`config.mk`:
```
export PLATFORM = sky130hd
export DESIGN_NAME = mem_access_stage
export DESIGN_NICKNAME = d
export VERILOG_FILES = /design/src/rtl/mem_access_stage.sv
export SDC_FILE = /design/constraint.sdc
export NUM_CORES = 1
export LEC_CHECK = 0
export ABC_AREA = 1
export CAP_MARGIN = 20
export CORE_UTILIZATION = 40
export DETAILED_ROUTE_END_ITERATION = 10
export PLACE_DENSITY = 0.88
export SLEW_MARGIN = 30
export SYNTH_ARGS = -nofsm -noshare
export SYNTH_HDL_FRONTEND = slang
export SYNTH_SLANG_ARGS = --single-unit
```
`constraint.sdc`:
```
create_clock -name clk -period 4.3 [get_ports clk]
set_input_delay 1.075 -clock clk [delete_from_list [all_inputs] [get_ports clk]]
set_output_delay 1.075 -clock clk [all_outputs]
set_load 0.005 [all_outputs]
```
`src/rtl/mem_access_stage.sv`:
```
// MEM pipeline stage: request/grant/rvalid data-memory port, branch/jump resolution, MEM/WB register.
// Optional access watchdog enabled by defining MEM_TIMEOUT_EN.
module mem_access_stage #(
  parameter int DATA_WIDTH = 16,
  parameter int ADDR_WIDTH = 8,
  parameter int IMM_WIDTH  = 8,
  parameter int REG_WIDTH  = 4,
  parameter int TIMEOUT    = 15
) (
  input  logic                  clk,
  input  logic                  rst,
  input  logic                  valid_i,
  input  logic [DATA_WIDTH-1:0] alu_outM_i,
  input  logic [DATA_WIDTH-1:0] WriteDataM_i,
  input  logic [DATA_WIDTH-1:0] ResultW_i,
  input  logic                  MemSrc_i,
  input  logic [IMM_WIDTH-1:0]  imm_i,
  input  logic [DATA_WIDTH-1:0] floating_Result_i,
  input  logic [REG_WIDTH-1:0]  WriteRegM_i,
  input  logic                  RegWriteM_i,
  input  logic                  BranchM_i,
  input  logic                  jumpM_i,
  input  logic                  MemReadM_i,
  input  logic                  MemWriteM_i,
  input  logic                  MovM_i,
  input  logic                  FloatingM_i,
  input  logic                  stall_MEM_WB_i,
  output logic                  dm_req_o,
  output logic                  dm_we_o,
  output logic [ADDR_WIDTH-1:0] dm_addr_o,
  output logic [DATA_WIDTH-1:0] dm_wdata_o,
  input  logic                  dm_gnt_i,
  input  logic                  dm_rvalid_i,
  input  logic [DATA_WIDTH-1:0] dm_rdata_i,
  output logic                  busy_o,
  output logic                  PC_src_o,
  output logic                  jumpM_o,
  output logic [ADDR_WIDTH-1:0] target_o,
  output logic [DATA_WIDTH-1:0] WBResultM_w,
  output logic [DATA_WIDTH-1:0] WBResultM_o,
  output logic [REG_WIDTH-1:0]  WriteRegM_o,
  output logic                  RegWriteM_o,
  output logic                  err_o
);

  typedef enum logic [1:0] {
    IDLE = 2'd0,
    REQ  = 2'd1,
    WAIT = 2'd2,
    HOLD = 2'd3
  } state_t;

  state_t state, state_next;

  logic [DATA_WIDTH-1:0] sd;
  logic [DATA_WIDTH-1:0] rdata_q;
  logic acc, is_load, is_store;
  logic requesting, complete, timeout;

  assign sd       = MemSrc_i ? ResultW_i : WriteDataM_i;
  assign acc      = valid_i & (MemReadM_i | MemWriteM_i);
  assign is_store = valid_i & MemWriteM_i;
  assign is_load  = valid_i & MemReadM_i & ~MemWriteM_i;

  assign dm_addr_o  = ADDR_WIDTH'(imm_i);
  assign dm_wdata_o = sd;
  assign dm_req_o   = requesting;
  assign dm_we_o    = requesting & MemWriteM_i;

  assign WBResultM_w = MovM_i      ? DATA_WIDTH'($signed(imm_i)) :
                       FloatingM_i ? floating_Result_i : alu_outM_i;

  // Control flow resolves independently of any outstanding memory access.
  assign PC_src_o = valid_i & BranchM_i & (sd == {DATA_WIDTH{1'b0}});
  assign jumpM_o  = valid_i & jumpM_i;
  assign target_o = ADDR_WIDTH'(imm_i);

  // HOLD retires as soon as the stall lifts; otherwise busy until an unstalled completion.
  assign busy_o = (state == HOLD) ? stall_MEM_WB_i
                                  : (acc & ~((complete | timeout) & ~stall_MEM_WB_i));

  // Request and completion decode for the current state.
  always_comb begin
    requesting = 1'b0;
    complete   = 1'b0;
    case (state)
      IDLE: begin
        requesting = acc;
        complete   = acc & dm_gnt_i & (is_store | dm_rvalid_i);
      end
      REQ: begin
        requesting = 1'b1;
        complete   = acc & dm_gnt_i & (is_store | dm_rvalid_i);
      end
      WAIT: begin
        requesting = 1'b0;
        complete   = dm_rvalid_i;
      end
      HOLD: begin
        requesting = 1'b0;
        complete   = 1'b0;
      end
      default: begin
        requesting = 1'b0;
        complete   = 1'b0;
      end
    endcase
  end

  // Next-state selection.
  always_comb begin
    state_next = state;
    if (timeout) begin
      state_next = IDLE;
    end else if (complete) begin
      state_next = stall_MEM_WB_i ? HOLD : IDLE;
    end else begin
      case (state)
        IDLE: begin
          if (acc & dm_gnt_i) begin
            state_next = WAIT;
          end else if (acc) begin
            state_next = REQ;
          end else begin
            state_next = IDLE;
          end
        end
        REQ: begin
          if (~acc) begin
            state_next = IDLE;
          end else if (dm_gnt_i) begin
            state_next = WAIT;
          end else begin
            state_next = REQ;
          end
        end
        WAIT:    state_next = WAIT;
        HOLD:    state_next = stall_MEM_WB_i ? HOLD : IDLE;
        default: state_next = IDLE;
      endcase
    end
  end

  // State register.
  always_ff @(posedge clk) begin
    if (rst) begin
      state <= IDLE;
    end else begin
      state <= state_next;
    end
  end

`ifdef MEM_TIMEOUT_EN
  localparam int CNT_W = $clog2(TIMEOUT + 1);
  logic [CNT_W-1:0] cnt;
  logic in_access, stay_access;

  assign in_access   = (state == REQ) | (state == WAIT);
  assign stay_access = (state_next == REQ) | (state_next == WAIT);
  // Abort only when MEM/WB can take the failed instruction this cycle.
  assign timeout = in_access & ~complete & ~stall_MEM_WB_i & (cnt == CNT_W'(TIMEOUT - 1));

  // Watchdog: counts cycles spent in REQ/WAIT, saturating at the limit.
  always_ff @(posedge clk) begin
    if (rst) begin
      cnt <= {CNT_W{1'b0}};
    end else if (in_access & stay_access) begin
      cnt <= (cnt == CNT_W'(TIMEOUT - 1)) ? cnt : cnt + CNT_W'(1);
    end else begin
      cnt <= {CNT_W{1'b0}};
    end
  end
`else
  assign timeout = 1'b0;
`endif

  // Late load data captured while MEM/WB is stalled.
  always_ff @(posedge clk) begin
    if (rst) begin
      rdata_q <= {DATA_WIDTH{1'b0}};
    end else if (complete & stall_MEM_WB_i & is_load) begin
      rdata_q <= dm_rdata_i;
    end
  end

  // MEM/WB pipeline register with the fully muxed writeback value.
  always_ff @(posedge clk) begin
    if (rst) begin
      WBResultM_o <= {DATA_WIDTH{1'b0}};
      WriteRegM_o <= {REG_WIDTH{1'b0}};
      RegWriteM_o <= 1'b0;
      err_o       <= 1'b0;
    end else begin
      err_o <= timeout;
      if (stall_MEM_WB_i) begin
        WBResultM_o <= WBResultM_o;
        WriteRegM_o <= WriteRegM_o;
        RegWriteM_o <= RegWriteM_o;
      end else if (timeout) begin
        WBResultM_o <= {DATA_WIDTH{1'b0}};
        WriteRegM_o <= WriteRegM_i;
        RegWriteM_o <= 1'b0;
      end else if (busy_o) begin
        RegWriteM_o <= 1'b0;
      end else begin
        WriteRegM_o <= WriteRegM_i;
        RegWriteM_o <= valid_i & RegWriteM_i;
        if (is_load) begin
          WBResultM_o <= (state == HOLD) ? rdata_q : dm_rdata_i;
        end else begin
          WBResultM_o <= WBResultM_w;
        end
      end
    end
  end

endmodule
```
== After elaboration in Yosys (flattened, before gate mapping) ==
Index checks and enable logic that the tools add are counted.

* Register bits: 39
* Latch bits: 0
* Bits in writable memories: 0
* Memory bits (read-only): 0
* Bits of input ports: 106
* Output and inout bits: 75
* Memories: 0

* Add/sub/neg operators: 0
* Multiply operators: 0
* Divide/modulo/power cells: 0
* Magnitude comparators: 0
* Equal/unequal tests: 3
* Shift operators: 0
* Multiplexer cells: 16
* Bitwise gates (word level): 21
* Reduce and logical (&&, ||, !) cells: 5

{| class="wikitable"
|+ Operator list
! operator !! count
|-
| $mux 16 || 5
|-
| $logic_not 16->1 || 1
|-
| $and 1x1->1 || 15
|-
| $mux 2 || 5
|-
| $pmux 2 s4 || 1
|-
| $pmux 1 s3 || 2
|-
| $eq 2x2->1 const B || 2
|-
| $not 1->1 || 4
|-
| $reduce_or 2->1 || 2
|-
| $mux 1 || 3
|-
| $eq 2x1->1 const B || 1
|-
| $logic_not 2->1 || 1
|-
| $or 1x1->1 || 2
|-
| $reduce_and 2->1 || 1
|}

== Logic depth before layout (Yosys ltp) ==
Gate-level depths: netlist of run 1.

* Depth in word-level cells: 11
* Depth in mapped cells: 11
* Gate-level depth less buffers: 9

== Least setup slack after synthesis of run 1 ==
OpenSTA, ideal clock, no wires.

* Path type: input to output
* From: in MemSrc_i
* To: out PC_src_o
* Data arrival time: 2.052 ns
* Path slack: 1.173 ns
* Stages: 8
* Buffers on the path: 2
* Cell sequence: buf_2 > inv_1 > clkbuf_1 > nand2_1 > nand2_1 > nor4_1 > nand2_1 > nor2_1

* Longest elaborated chain between the ends: 3

{| class="wikitable"
|+ RTL lines
! what !! line !! text
|-
| from (decl) || 16 || <nowiki>input logic MemSrc_i,</nowiki>
|-
| $mux 16 || 60 || <nowiki>assign sd = MemSrc_i ? ResultW_i : WriteDataM_i;</nowiki>
|-
| net dm_wdata_o[12] || 31 || <nowiki>output logic [DATA_WIDTH-1:0] dm_wdata_o,</nowiki>
|-
| $logic_not 16->1 || 74 || <nowiki>assign PC_src_o = valid_i & BranchM_i & (sd == {DATA_WIDTH{1'b0}});</nowiki>
|-
| $and 1x1->1 || 74 ||
|-
| to (decl) || 36 || <nowiki>output logic PC_src_o,</nowiki>
|}

The timed path passes the listed nets, and every way through them passes these cells.

== Worst setup path after layout of run 1 ==
* From: in MemWriteM_i
* To: out busy_o

* Longest elaborated chain between the ends: 9

{| class="wikitable"
|+ RTL lines
! what !! line !! text
|-
| from (decl) || 24 || <nowiki>input logic MemWriteM_i,</nowiki>
|-
| $or 1x1->1 || 61 || <nowiki>assign acc = valid_i & (MemReadM_i | MemWriteM_i);</nowiki>
|-
| $and 1x1->1 || 61 ||
|-
| $and 1x1->1 (2 in series) || 89, 93 ||
|-
| $pmux 1 s3 || 86 || <nowiki>case (state)</nowiki>
|-
| $and 1x1->1 || 80 || <nowiki>: (acc & ~((complete | timeout) & ~stall_MEM_WB_i));</nowiki>
|-
| $not 1->1 || 80 ||
|-
| $and 1x1->1 * || 80 ||
|-
| $mux 1 * || 79 || <nowiki>assign busy_o = (state == HOLD) ? stall_MEM_WB_i</nowiki>
|-
| to (decl) || 35 || <nowiki>output logic busy_o,</nowiki>
|}

Every way passes the cells marked *; elsewhere a longest branch is shown, timed or not.

==> results, run 1 <==
- The run finished with clean final reports.
- For this block, the routed nets add up to 9430 µm of wire.
- The minimum period implied by the final worst setup slack is 3.96 ns.
- The longest clock path from root to sink contains 2 buffers.
- Once routing completed, OpenROAD measured the worst setup slack at 0.335 ns.
- The number of remaining DRC errors is 0.
- Setup violations remaining at the end of the flow were counted as 0.
- Counting cells, the worst reg-to-reg path comes to 9.
- The number of standard-cell rows in the floorplan is 29.
- The share of post-route cells with drive strength above 1 is 0.0649.
- Across all layers, the routed design uses 3444 vias.
- For the worst-skew pair, the clock arrives at the later sink with an insertion delay of 0.29 ns.
- Timing analysis after detailed placement gives a worst setup slack of 0.0513 ns.
- In the final design database the tool counted 721 nets.
- The number of nets produced by synthesis is 570.
- Leaving out fill and tap cells, the most frequent cells in the layout are sky130_fd_sc_hd__clkdlybuf4s50_1, sky130_fd_sc_hd__nand2_1, sky130_fd_sc_hd__nor2_1.
- The global route total overflow is 0.
- The full die area is 7260 µm².
- In this run the static leakage power is 2.09 nW.
- The clock arrives with 0.00760 ns of skew.
- TritonCTS created 5 clock buffers.
- The end point of the worst hold path is WBResultM_o[1]$_SDFFE_PP0P_.
- Across the VDD grid, the largest voltage drop is 0.130 mV.
- The number of antenna violations at the first check in global routing is 0.
- Once layout is complete, the cells apart from fillers number 693.
- The kind of capture point of the worst setup path is a primary output.
- The warning count from the yosys run is 0.
- The count of pins over their slew limit was 0.
- In the finished design, the share of the clock period the worst path needs comes to 0.922.
- Once placement completed, the tool counted placed cells totaling 683.
- The layout filler cell count is 554.
- After synthesis the cells add up to 2770 µm².
- The area of the multi-input gates is 1580 µm².
- The register cell area after layout is 781 µm².
- The measured slew at the worst slew-check pin is 0.617 ns.
- Before antenna repair, the detailed router went through 4 iterations.
- The floorplan step defined a core boundary enclosing 6530 µm².
- The detailed router finished its first iteration with 146 violations.
- The data required time at the worst endpoint is 3.22 ns.
- The reg-to-reg setup timing slack is 2.19 ns.
- The average wire per standard cell is 13.6 µm.
- For this run, the register share of the synthesized area comes to 0.282.
- The die boundary width is 85.2 µm.
- The first global-routing pass estimated 14900 µm of wire.
- The congestion estimate from routability-driven global placement came to 0.902.
- The tightest min-delay check is of the flip-flop to flip-flop type.
- Summed over all nets, the half-perimeter wirelength after detailed placement is 7270 µm.
- The post-layout instance area is 4580 µm².
- The count of endpoints failing hold in the final timing report came to 0.
- Power spread over the standard cell area amounts to 251 nW/µm².
- The leading cell type in the layout, fill and taps excluded is sky130_fd_sc_hd__clkdlybuf4s50_1.
- The per-instance average area after synthesis is 5.97 µm².
- Setup repair after global routing left no endpoint under its margin.
- After synthesis, the netlist uses 30 different library cells.
- The number of violations of the max-capacitance limit is 0.
- Synthesis produced 464 cells.
- The antenna cell count is 0.
- The layout overhead on the synthesized area is 65.5%.
- The initial utilization of the core area, before any placement, comes to 0.424.
- The maximum net fanout on the critical path is 14.
- The count of buffers added on input and output ports is 179.
- TritonCTS built the clock tree.
- The worst flop-to-flop path endpoint is WriteRegM_o[1]$_SDFFE_PP0P_.
- The number of I/O pins is 181.
- The worst relative slew slack is 0.588.
- The total routing resource utilization after global routing is 0.256.
- Entering global routing, the biggest net connects 42 pins.
- The number of vias per cell is 4.97.
- The worst hold path was traced through 2 stages.
- The placed instance area is 4430 µm².
- The reg-to-reg critical path startpoint is state[1]$_SDFF_PP0_.
- The achievable frequency is 252 MHz.
- The H-tree was split into 2 levels.
- In this run the most critical hold path is launched from WBResultM_o[1]$_SDFFE_PP0P_.
- The synthesized design contains 39 register bits.
- The critical path startpoint category is an input pin.
- At the worst endpoint, the arrival time is 2.89 ns.
- The via count of the first global-routing pass is 3234.
- The y dimension of the die is 85.2 µm.
- The critical path starts at MemWriteM_i.
- The clock root buffer is sky130_fd_sc_hd__clkbuf_8.
- The CTS clock-pin slew for the worst setup and hold paths is 0.07 ns.
- CTS saw 39 sinks.
- The setup total negative slack is 0 ns.
- The type of the worst setup path is input pin to primary output.
- The detail route stage leaves a number of antenna-violating nets equal to 0.
-- where the power goes --
part	internal (W)	switching (W)	leakage, nW
registers	0.000382	0.0000105	0.319
logic	0.000229	0.000164	1.71
clock network	0.000231	0.000132	0.0644
total	0.000843	0.000306	2.09
-- sequential cells by signal, summed over array words and instances (netlist names) --
signal,cells
rdata_q,16
WriteRegM_o,4
state,2
RegWriteM_o,1
WBResultM_o,16
-- critical path: stages --
cell and delay (ns):
sky130_fd_sc_hd__clkdlybuf4s50_1 0.66, sky130_fd_sc_hd__nand2_1 0.15, sky130_fd_sc_hd__nand3_2 0.11, sky130_fd_sc_hd__nand3_4 0.19, sky130_fd_sc_hd__o21a_1 0.24, sky130_fd_sc_hd__clkdlybuf4s50_1 0.45
-- worst max-delay path by stage --
stage / to / slack (ns) / cells past startpoint
finish: busy_o / 0.34 / 6
floorplan: PC_src_o / 1.17 / 8
global placement: PC_src_o / 0.21 / 8
detailed placement: PC_src_o / 0.05 / 8
global route: busy_o / 0.24 / 6
CTS: PC_src_o / 0.02 / 8
-- kinds of logic after synthesis --
group	Yosys count	synth area share
AOI/OAI and AO/OA	73	0.158
buffers and inverters	79	0.147
DFF	39	0.282
other	1	0.00135
and+or+nand+nor	272	0.412
-- layer usage --
| metal | global-route usage | up-vias | wire length, µm |
|---|---|---|---|
| met3 | 0.0642 | 21 | 791 |
| li1 | - | 1741 | - |
| met2 | 0.460 | 168 | 4610 |
| met4 | 0.0940 | 0 | 221 |
| met1 | 0.293 | 1514 | 3800 |
| met5 | 0 | - | 0 |
-- final cells by class --
class	instances	share of cell area
timing repair buffer	186	0.403
multi-input combinational	346	0.345
sequential	39	0.170
inverter	37	0.0311
tap	77	0.0210
clock buffer	5	0.0150
clock inverter	3	0.0147
-- synth_stat cells, drive strengths merged --
cell type,n,area share
nand2,162,0.23
nor2,73,0.11
dfxtp,39,0.28
inv,37,0.050
buf,33,0.084
a21oi,28,0.056
o21ai,22,0.040
o211ai,14,0.038
nand3,13,0.030
nor3,11,0.020
or2,11,0.025
clkbuf,9,0.013
o21a,8,0.022
a31oi,1,0.0023
conb,1,0.0014
nand4,1,0.0023
nor4,1,0.0023
-- per-stage QoR --
stage	power, W	hold slack, ns	utilization
3_5_place_dp	0.000791	0.470	0.678
2_1_floorplan	0.000567	0.458	-
5_1_grt	0.00121	0.506	0.702
4_1_cts	0.00116	0.487	0.698
3_3_place_gp	0.000782	0.462	0.678
6_report	0.00115	0.481	0.702
-- repair_timing --
item                       4_1_cts  5_1_grt
resized for setup                0        2
setup buffers                    0        2
hold buffers                     0        0
setup endpoints to repair        0        1
(Power assumes the default switching activity.)
==> inputs of run 2 (changes only) <==
- SLEW_MARGIN: 30 -> default
==> results, run 2 (synthesis results as in run 1) <==
- Leading registers by flop count: WBResultM_o x16, rdata_q x16, WriteRegM_o x4 (unchanged).
- The number of violations of the max-capacitance limit is 0 (unchanged).
- The global route total overflow came to 0 (unchanged).
- The layout overhead on the synthesized area was 66.5% (was 65.5%).
- The number of I/O pins was 181 (unchanged).
- The standard cell with the maximum stage delay on the critical path is sky130_fd_sc_hd__clkdlybuf4s50_1 (unchanged).
- The average wire per standard cell is 13.6 µm (about the same).
- Cell-by-cell trace of the critical path: dlymetal6s2s_1 > clkinvlp_4 > buf_4 > nand2_1 > nand2_1 > nor4_1 > nand2_1 > nor2_1 > clkdlybuf4s50_1 (was clkdlybuf4s50_1 > nand2_1 > nand3_2 > nand3_4 > o21a_1 > clkdlybuf4s50_1).
- The worst min-delay path class was flip-flop to flip-flop (unchanged).
- The CTS H-tree depth came to 2 (unchanged).
- The y dimension of the die is 85.2 µm (unchanged).
- The last element of the critical path is PC_src_o (was busy_o).
- The number of vias per cell is 4.94 (was 4.97).
- The critical path's largest stage delay was 0.51 ns (was 0.66 ns).
- The count of endpoints failing hold in the final timing report is 0 (unchanged).
- The via count of the first global-routing pass is 3236 (was 3234).
- Top library cells by usage in the layout, fill and taps aside: sky130_fd_sc_hd__clkdlybuf4s50_1, sky130_fd_sc_hd__nand2_1, sky130_fd_sc_hd__nor2_1 (unchanged).
- The total iterations of the first detailed-routing run is 4 (unchanged).
- The measured slew at the worst slew-check pin is 0.614 ns (was 0.617 ns).
- The total stage count of the critical path is 9 (was 6).
- The cell repeated most along the worst path is sky130_fd_sc_hd__nand2_1 (was sky130_fd_sc_hd__clkdlybuf4s50_1).
- The number of antenna violations at the first check in global routing is 0 (unchanged).
- The total number of vias was 3430 (was 3444).
- The achievable frequency is 252 MHz (about the same).
- The hold buffer count at CTS was 0 (unchanged).
- The post-layout instance area is 4610 µm² (was 4580 µm²).
- The share of post-route cells with drive strength above 1 is 0.0648 (was 0.0649).
- The CTS buffer count was 5 (unchanged).
- The full die area is 7260 µm² (unchanged).
- The maximum clock path buffer count is 2 (unchanged).
- The insertion delay to the later sink of the worst-skew pair came to 0.29 ns (about the same).
- The area of the multi-input gates is 1580 µm² (unchanged).
- The power density over the cells was 250 nW/µm² (was 251 nW/µm²).
- The number of violations reported at the end of detailed-routing iteration 0 is 147 (was 146).
- The count of nets left with antenna violations after detail routing was 0 (unchanged).
- The CTS tree is done (unchanged).
- The data required time at the worst endpoint is 3.22 ns (about the same).
- The maximum net fanout on the critical path came to 12 (was 14).
- The length in cells of the worst reg-to-reg path came to 9 (unchanged).
- The arrival time of data at the critical path endpoint is 2.89 ns (about the same).
- The die boundary width came to 85.2 µm (unchanged).
- The reg-to-reg critical path startpoint is state[1]$_SDFF_PP0_ (unchanged).
- The kind of capture point of the worst setup path is a primary output (unchanged).
- The sum of buffers and inverters on the critical path is 4 (was 2).
- The detailed-route wire length is 9450 µm (was 9430 µm).
- The worst relative slew slack is 0.590 (was 0.588).
- The largest net degree at the start of global routing is 42 (unchanged).
- The critical path startpoint category is an input pin (unchanged).
- The register cell area after layout was 781 µm² (unchanged).
- The leading cell type in the layout, fill and taps excluded is sky130_fd_sc_hd__clkdlybuf4s50_1 (unchanged).
- The total leakage power is 2.10 nW (was 2.09 nW).
- The clock root buffer is sky130_fd_sc_hd__clkbuf_8 (unchanged).
- The total routing resource utilization after global routing is 0.256 (about the same).
- The CTS clock-pin slew for the worst setup and hold paths came to 0.07 ns (about the same).
- The part of the cycle the worst path needs was 0.923 (was 0.922).
- The weighted congestion at the end of routability-driven global placement is 0.902 (unchanged).
- The final-stage net count came to 722 (was 721).
- Status: complete, no violations (unchanged).
- The number of standard-cell rows in the floorplan is 29 (unchanged).
- The launching instance or port of the critical path is MemSrc_i (was MemWriteM_i).
- Unrepaired setup endpoints after global routing: false (unchanged).
- The placed instance area came to 4430 µm² (unchanged).
- The setup total negative slack was 0 ns (unchanged).
- The reg-to-reg setup timing slack is 2.21 ns (was 2.19 ns).
- The initial core utilization was 0.424 (unchanged).
- The number of clock sinks is 39 (unchanged).
- The first-pass GRT wire length is 14900 µm (about the same).
- The type of the worst setup path is input pin to primary output (unchanged).
- The count of final setup violators is 0 (unchanged).
- The layout filler cell count is 546 (was 554).
- The count of pins over their slew limit is 0 (unchanged).
- The worst flop-to-flop path endpoint was WriteRegM_o[1]$_SDFFE_PP0P_ (unchanged).
- The number of buffer cells added on primary ports was 179 (unchanged).
- The antenna cell count is 0 (unchanged).
- The estimated wirelength of the detail-placed design was 7270 µm (about the same).
- The cell count of the worst hold path is 2 (unchanged).
- The kind of cell adding the most delay to the critical path is buffers and inverters (unchanged).
- The area of the core came to 6530 µm² (unchanged).
- The minimum period implied by the final worst setup slack is 3.97 ns (was 3.96 ns).
- The maximum vdd ir drop is 0.130 mV (about the same).
- The number of remaining DRC errors is 0 (unchanged).
- The worst setup skew after layout is 0.00810 ns (was 0.00760 ns).
## run 2: changes by cell type in the layout (fill, tap and decap cells not counted)
cell	delta
sky130_fd_sc_hd__buf_16	+1
sky130_fd_sc_hd__inv_1	+1
sky130_fd_sc_hd__inv_2	-1
## run 2: final cells by class
cell class | count | area share
Inverter | 37 | 0.0309
Clock inverter | 3 | 0.0147
Clock buffer | 5 | 0.0149
Timing Repair Buffer | 187 | 0.407
Sequential cell | 39 | 0.169
Multi-Input combinational cell | 346 | 0.343
Tap cell | 77 | 0.0209
## run 2: stage by stage
stage	hold slack, ns	worst slack, ns	utilization	cells	power, W
2_1_floorplan	0.458	1.17	-	464	0.000567
3_3_place_gp	0.462	0.205	0.678	683	0.000782
3_5_place_dp	0.470	0.0513	0.678	683	0.000791
4_1_cts	0.487	0.0246	0.698	691	0.00116
5_1_grt	0.506	0.242	0.706	694	0.00121
6_report	0.482	0.331	0.706	694	0.00115
## run 2: worst min-delay path, delay by kind of cell, from the launching register on
family	cells	cell delay [ns]
and+or+nand+nor	2	0.13
DFF	1	0.33
## run 2: where the power goes
group	switching [W]	internal (W)	leakage, nW
Clock	0.000133	0.000231	0.0644
Sequential	0.0000104	0.000382	0.319
Combinational	0.000164	0.000232	1.72
## run 2: per-layer routing
metal / up-vias / share of wire / track usage
li1: 1746 / - / -
met1: 1518 / 0.41 / 0.293
met2: 147 / 0.49 / 0.460
met3: 19 / 0.082 / 0.0642
met4: 0 / 0.023 / 0.0940
met5: - / 0 / 0
## run 2: timing repair
| action | in CTS | in global routing |
|---|---|---|
| resized for setup | 0 | 2 |
| endpoints found under the setup margin | 0 | 1 |
| setup buffers | 0 | 2 |
## run 2: worst min path at each step
stage                                startpoint                     endpoint  slack (ns)
global route        WBResultM_o[6]$_SDFFE_PP0P_  WBResultM_o[6]$_SDFFE_PP0P_        0.51
floorplan              RegWriteM_o$_SDFFE_PP0N_     RegWriteM_o$_SDFFE_PP0N_        0.46
CTS                 WBResultM_o[5]$_SDFFE_PP0P_  WBResultM_o[5]$_SDFFE_PP0P_        0.49
global placement    WBResultM_o[5]$_SDFFE_PP0P_  WBResultM_o[5]$_SDFFE_PP0P_        0.46
finish              WBResultM_o[1]$_SDFFE_PP0P_  WBResultM_o[1]$_SDFFE_PP0P_        0.48
detailed placement     RegWriteM_o$_SDFFE_PP0N_     RegWriteM_o$_SDFFE_PP0N_        0.47
